File: config.mk
export PLATFORM = sky130hd
export DESIGN_NAME = latch_write_arbiter
export DESIGN_NICKNAME = d
export VERILOG_FILES = /design/src/rtl/latch_arb_pkg.sv /design/src/rtl/rr_pick.sv /design/src/rtl/latch_write_arbiter.sv
export SDC_FILE = /design/constraint.sdc
export NUM_CORES = 1
export LEC_CHECK = 0
export BUFFER_PORTS_ARGS = -buffer_cell sky130_fd_sc_hd__buf_2
export CAP_MARGIN = 20
export CELL_PAD_IN_SITES_DETAIL_PLACEMENT = 0
export CELL_PAD_IN_SITES_GLOBAL_PLACEMENT = 1
export CORE_UTILIZATION = 39
export DETAILED_ROUTE_END_ITERATION = 8
export GPL_TIMING_DRIVEN = 0
export PLACE_DENSITY = 0.92
export SLEW_MARGIN = 30
export SYNTH_ARGS = -nofsm -noshare
export SYNTH_HDL_FRONTEND = slang
export SYNTH_SLANG_ARGS = --single-unit
export TNS_END_PERCENT = 50
File: constraint.sdc
create_clock -name clk -period 1.9 [get_ports clk]
set_input_delay 0.38 -clock clk [delete_from_list [all_inputs] [get_ports clk]]
set_output_delay 0.38 -clock clk [all_outputs]
set_load 0.01 [all_outputs]
File: src/rtl/latch_arb_pkg.sv
// Shared definitions for the latch write arbiter.
//
// Contents:
//   state_t  - arbiter FSM encoding. It is exported on the top-level debug
//              port so that external checkers can follow the write window.

package latch_arb_pkg;

  typedef enum logic [1:0] {
    ST_IDLE  = 2'd0,  // arbitrate; all strobes low
    ST_SETUP = 2'd1,  // data driven, enable still closed
    ST_OPEN  = 2'd2,  // enable high for OPEN_CYC cycles
    ST_CLOSE = 2'd3   // enable closed, data held, done pulses
  } state_t;

endpackage : latch_arb_pkg

File: src/rtl/rr_pick.sv
// Combinational round-robin picker.
//
// Finds the first set bit of req at or after index ptr, wrapping modulo N.
// req is concatenated with itself. Every bit below ptr in the lower copy is
// masked off. A plain lowest-index priority search over the 2N-bit vector
// then gives the wrapped answer without a variable rotate.
//
// Ports:
//   req     in  N          request vector
//   ptr     in  clog2(N)   index that has the highest priority this round
//   onehot  out N          one-hot winner (zero when no request)
//   idx     out clog2(N)   winner index (zero when no request)
//   any     out 1          at least one request is set

module rr_pick #(
  parameter int N = 4
) (
  input  logic [N-1:0]         req,
  input  logic [$clog2(N)-1:0] ptr,
  output logic [N-1:0]         onehot,
  output logic [$clog2(N)-1:0] idx,
  output logic                 any
);

  localparam int PW = $clog2(N);

  logic [2*N-1:0] dbl;
  logic [2*N-1:0] masked;
  int             ptr_i;
  int             sel;
  logic           found;

  assign dbl = {req, req};

  always_comb begin
    ptr_i  = int'(ptr);
    masked = '0;
    sel    = 0;
    found  = 1'b0;
    // The upper copy is never masked, so every request is still reachable
    // after the wrap.
    for (int j = 0; j < 2 * N; j++) begin
      masked[j] = dbl[j] & (j >= ptr_i);
    end
    for (int j = 0; j < 2 * N; j++) begin
      if (!found && masked[j]) begin
        found = 1'b1;
        sel   = (j >= N) ? (j - N) : j;
      end
    end
  end

  always_comb begin
    onehot = '0;
    for (int i = 0; i < N; i++) begin
      onehot[i] = found && (sel == i);
    end
  end

  assign idx = PW'(sel);
  assign any = found;

endmodule : rr_pick

File: src/rtl/latch_write_arbiter.sv
// Round-robin arbiter that gives N_REQ requesters access to one transparent
// D-latch register bank.
//
// Every write follows the same fixed window:
//   SETUP (1 cycle)     : data driven, enable low
//   OPEN  (OPEN_CYC)    : enable high
//   CLOSE (1 cycle)     : enable low, data still held, done pulse to the winner
// One IDLE cycle follows each write, and the next winner is chosen in it.
// latch_en and latch_d come directly from flops. The latch bank therefore
// sees a glitch-free enable, and the data stays stable before and after it.
//
// Handshake: req is a level. A requester keeps req high until it sees its done
// bit. Only req in IDLE matters. req and req_data are sampled once, on the
// grant edge, and are ignored after that until the write completes.
//
// Ports:
//   clk        in   1          rising-edge clock
//   rst        in   1          asynchronous active-low reset
//   req        in   N_REQ      per-requester write request
//   req_data   in   N_REQ*DW   requester i data in [i*DW +: DW]
//   gnt        out  N_REQ      one-hot grant, SETUP through CLOSE
//   done       out  N_REQ      one-cycle completion pulse in CLOSE
//   latch_en   out  1          latch bank enable
//   latch_d    out  DW         latch bank data
//   busy       out  1          FSM is not idle
//   dbg_state  out  state_t    current FSM state

module latch_write_arbiter
  import latch_arb_pkg::*;
#(
  parameter int N_REQ    = 4,
  parameter int DW       = 8,
  parameter int OPEN_CYC = 2
) (
  input  logic                clk,
  input  logic                rst,
  input  logic [N_REQ-1:0]    req,
  input  logic [N_REQ*DW-1:0] req_data,
  output logic [N_REQ-1:0]    gnt,
  output logic [N_REQ-1:0]    done,
  output logic                latch_en,
  output logic [DW-1:0]       latch_d,
  output logic                busy,
  output state_t              dbg_state
);

  localparam int PW = $clog2(N_REQ);
  localparam int CW = $clog2(OPEN_CYC + 1);

  localparam logic [CW-1:0] CNT_LAST = CW'(OPEN_CYC - 1);
  localparam logic [PW-1:0] IDX_LAST = PW'(N_REQ - 1);

  generate
    if (OPEN_CYC < 1) begin : g_bad_open_cyc
      $error("latch_write_arbiter: OPEN_CYC must be at least 1");
    end
    if (N_REQ < 2) begin : g_bad_n_req
      $error("latch_write_arbiter: N_REQ must be at least 2");
    end
  endgenerate

  // Registered state and outputs
  state_t           state_q, state_d;
  logic [CW-1:0]    cnt_q, cnt_d;
  logic [PW-1:0]    ptr_q, ptr_d;
  logic [PW-1:0]    win_q, win_d;
  logic [N_REQ-1:0] gnt_q, gnt_d;
  logic [N_REQ-1:0] done_q, done_d;
  logic             en_q, en_d;
  logic [DW-1:0]    d_q, d_d;
  logic             busy_q, busy_d;

  // Round-robin choice from the live request vector
  logic [N_REQ-1:0] pick_onehot;
  logic [PW-1:0]    pick_idx;
  logic             pick_any;

  rr_pick #(
    .N (N_REQ)
  ) u_rr_pick (
    .req    (req),
    .ptr    (ptr_q),
    .onehot (pick_onehot),
    .idx    (pick_idx),
    .any    (pick_any)
  );

  // Next-state logic. Each output flop is loaded with its value for the
  // coming state, so the outputs are registered and still line up with
  // the state.
  always_comb begin
    state_d = state_q;
    cnt_d   = cnt_q;
    ptr_d   = ptr_q;
    win_d   = win_q;
    gnt_d   = gnt_q;
    done_d  = '0;
    en_d    = 1'b0;
    d_d     = d_q;

    unique case (state_q)
      ST_IDLE: begin
        gnt_d = '0;
        if (pick_any) begin
          gnt_d   = pick_onehot;
          win_d   = pick_idx;
          cnt_d   = '0;
          state_d = ST_SETUP;
          for (int i = 0; i < N_REQ; i++) begin
            if (pick_onehot[i]) begin
              d_d = req_data[i*DW +: DW];
            end
          end
        end
      end

      ST_SETUP: begin
        cnt_d   = '0;
        en_d    = 1'b1;
        state_d = ST_OPEN;
      end

      ST_OPEN: begin
        if (cnt_q == CNT_LAST) begin
          done_d  = gnt_q;
          state_d = ST_CLOSE;
        end else begin
          cnt_d = cnt_q + 1'b1;
          en_d  = 1'b1;
        end
      end

      ST_CLOSE: begin
        gnt_d   = '0;
        ptr_d   = (win_q == IDX_LAST) ? '0 : (win_q + 1'b1);
        state_d = ST_IDLE;
      end

      default: begin
        state_d = ST_IDLE;
        gnt_d   = '0;
      end
    endcase

    busy_d = (state_d != ST_IDLE);
  end

  // Async reset also clears latch_en at once, so a reset in the middle of a
  // window closes the latch bank without waiting for a clock edge.
  always_ff @(posedge clk or negedge rst) begin
    if (!rst) begin
      state_q <= ST_IDLE;
      cnt_q   <= '0;
      ptr_q   <= '0;
      win_q   <= '0;
      gnt_q   <= '0;
      done_q  <= '0;
      en_q    <= 1'b0;
      d_q     <= '0;
      busy_q  <= 1'b0;
    end else begin
      state_q <= state_d;
      cnt_q   <= cnt_d;
      ptr_q   <= ptr_d;
      win_q   <= win_d;
      gnt_q   <= gnt_d;
      done_q  <= done_d;
      en_q    <= en_d;
      d_q     <= d_d;
      busy_q  <= busy_d;
    end
  end

  assign gnt       = gnt_q;
  assign done      = done_q;
  assign latch_en  = en_q;
  assign latch_d   = d_q;
  assign busy      = busy_q;
  assign dbg_state = state_q;

endmodule : latch_write_arbiter

==> flow_summary.json <==
{
  "setup_viol": 0,
  "clock_sinks": 26,
  "worst_ir_drop_vdd_uv": 915.0,
  "r2r-start": "dbg_state[0]$_DFF_PN0_",
  "clockRootBuffer": "clkbuf_8",
  "hold_viol": 0,
  "area_growth_pct": 20.64,
  "cap_violations": 0,
  "synth_async_sr_flop_share": 1.000,
  "worstSetupStartpoint": "dbg_state[0]$_DFF_PN0_",
  "place_congestion": 0.7875,
  "num_vias": 1836,
  "post-route-min-period_ns": 1.780,
  "crit_type": "flop to flop",
  "rsz0062_at_grt": "false",
  "cts_tree": "yes",
  "max_slew.worst_pin.slew_ns": 0.5986,
  "antennaDiodeCount": 0,
  "grt_antenna_before_repair": 0,
  "portBuffers": 54,
  "post-route-drc-count": 0,
  "max_slew_margin": 0.6009,
  "dieArea_um2": 5325,
  "dpl.cell_count": 322,
  "wirelength_um": 5037,
  "finalCritPeriodShare": 0.9369,
  "stdcell_count": 325,
  "critical_path_required_ns": 2.05,
  "nNetsFinal": 305,
  "row_count": 25,
  "grt_usage": 0.1929,
  "fp.dieW_um": 72.97,
  "seq_area_frac_synth": 0.3312,
  "clk-insertion-delay-late_ns": 0.27,
  "grt_first_pass_wirelength_um": 8045,
  "critPathSlowestCell": "dfrtp_1",
  "start_util": 0.4105,
  "drv_slew": 0,
  "synth_area_um2": 1964,
  "ff2ff_path_depth": 7,
  "clk_pin_slew_ns": 0.09,
  "die_h_um": 72.97,
  "dr.pass1.iters": 4,
  "cts_made_buffers": 3,
  "p_leak_nw": 1.108,
  "hold_buffers": 0,
  "avgSynthCellArea_um2": 9.773,
  "crit_chain": "inv_1 > ha_2 > o41ai_4 > buf_6 > buf_8 > o41ai_1 > a31oi_1",
  "max_freq_ghz": 0.5618,
  "synth_seq_cells": 26,
  "synth_edf_count": 0,
  "postRouteAntennaNets": 0,
  "path_max_fanout": 10,
  "grt_max_degree": 27,
  "syn-instance-count": 201,
  "totalNegativeSetupSlack_ns": 0,
  "r2r_end": "latch_d[5]$_DFFE_PN0P_",
  "wl_per_cell_um": 15.50,
  "ys_types": 45,
  "holdCritPathClass": "primary input to asynchronous set/reset pin",
  "crit_arrival_ns": 1.93,
  "detailed_place_hpwl_um": 3810,
  "cp-end-kind": "flop",
  "cp-endpoint": "latch_d[5]$_DFFE_PN0P_",
  "finClkSkew_ns": 0.004526,
  "globalRouteOverflowTotal": 0,
  "status": "finished clean",
  "initialDrtViolationCount": 84,
  "syn_nets": 246,
  "vias_per_cell": 5.649,
  "start_kind": "flop",
  "slowest_delay_ns": 0.43,
  "io_pins": 58,
  "yosysWarnings": 0,
  "synthFlopType": "dfrtp_1",
  "ff2ff_setup_slack_ns": 0.12,
  "grt_pass1_vias": 1704,
  "cts.htree.levels": 1,
  "core_area_um2": 4786,
  "p_per_area_nw_per_um2": 1394,
  "fill_cells": 455,
  "drive_gt1_frac": 0.3527,
  "cts_buffer_depth": 2
}
cells by family after synthesis:
kind of cell | after synthesis | synth area share
compound gates | 78 | 0.3586
simple gates | 52 | 0.1465
buf+inv | 36 | 0.1076
flops | 26 | 0.3312
fa+ha+maj | 7 | 0.04458
mux | 2 | 0.01146
worst min path at each step:
stage | slack [ns] | endpoint | startpoint
finish | 0.11 | latch_d[1]$_DFFE_PN0P_ | rst
global placement | 0.41 | done[2]$_DFF_PN0_ | rst
global route | 0.14 | latch_d[7]$_DFFE_PN0P_ | rst
floorplan | 0.08 | busy$_DFF_PN0_ | rst
CTS | 0.12 | latch_d[7]$_DFFE_PN0P_ | rst
detailed placement | 0.42 | latch_d[7]$_DFFE_PN0P_ | rst
per-stage QoR:
stage | utilization | instance area (um2) | hold slack [ns] | setup WS (ns) | total power [mW]
after floorplan | - | 1964 | 0.08441 | 0.2708 | 2.427
after global placement | 0.4844 | 2318 | 0.4150 | 0.1161 | 2.935
after detailed placement | 0.4844 | 2318 | 0.4200 | 0.06846 | 2.987
after CTS | 0.4931 | 2360 | 0.1182 | 0.06272 | 3.306
after global routing | 0.4952 | 2370 | 0.1358 | 0.05314 | 3.574
final | 0.4952 | 2370 | 0.1054 | 0.1199 | 3.303
where the power goes:
part           leakage [nW]  internal, mW  switching, mW  total, mW
Combinational         0.769         0.937           1.13       2.07
Sequential            0.317         0.776          0.149      0.925
Clock                0.0216         0.142          0.168      0.310
per-layer routing:
layer	share of wire	routed length [um]	track usage	vias to the layer above
met3	0.039	196	0.03315	5
li1	-	-	-	889
met5	0	0	0	-
met2	0.48	2434	0.3416	48
met4	0.0091	46	0.03050	0
met1	0.47	2360	0.2502	894
layout by cell type, fill, tap and decap left out, types with 9 or more instances in the layout:
| cell type | netlist | final |
|---|---|---|
| buf_2 | 4 | 58 |
| o221ai_1 | 16 | 16 |
| dfrtp_1 | 26 | 26 |
| nand2b_1 | 19 | 19 |
| inv_1 | 16 | 16 |
| o211ai_1 | 9 | 9 |
registers in the layout (all words and copies together), names as in the netlist, 2 cells and up:
register and flops:
win_q 2, dbg_state 2, cnt_q 2, latch_d 8
ptr_q 2, done 4, gnt 4
area by class of cell:
class	count	area [um2]	area share
Clock buffer	3	41.29	0.01742
Sequential cell	26	650.6	0.2746
Timing Repair Buffer	54	270.3	0.1140
Multi-Input combinational cell	139	1112	0.4694
Buffer	20	151.4	0.06389
Inverter	16	60.06	0.02534
Tap cell	67	83.83	0.03537
synth_stat cells, types with 3 or more instances:
cell	instances	area share
nand2b_1	19	0.061
o211ai_1	9	0.034
dfrtp_1	26	0.33
o41ai_1	9	0.040
a22o_1	4	0.018
o221ai_1	16	0.071
o21ai_0	4	0.010
o2111a_1	8	0.046
buf_2	4	0.010
nand3_1	8	0.020
nand2_1	7	0.013
clkbuf_1	3	0.0057
nor2_1	6	0.011
inv_1	16	0.031
and3_1	4	0.013
a31oi_1	8	0.025
buf_4	8	0.031
buf_6	4	0.023
ha_1	7	0.045
worst max-delay path: cells and delay by family (launching register included):
| kind | cells | cell delay, ns |
|---|---|---|
| DFF | 1 | 0.43 |
| AOI/OAI and AO/OA | 3 | 0.56 |
| buffers and inverters | 3 | 0.42 |
| adders and majority gates | 1 | 0.25 |
repair_timing:
item,in CTS,in global routing
gates resized for setup,0,2
setup buffers,0,0
endpoints found under the setup margin,0,2
Note: power is estimated with default switching activity, not from simulation.
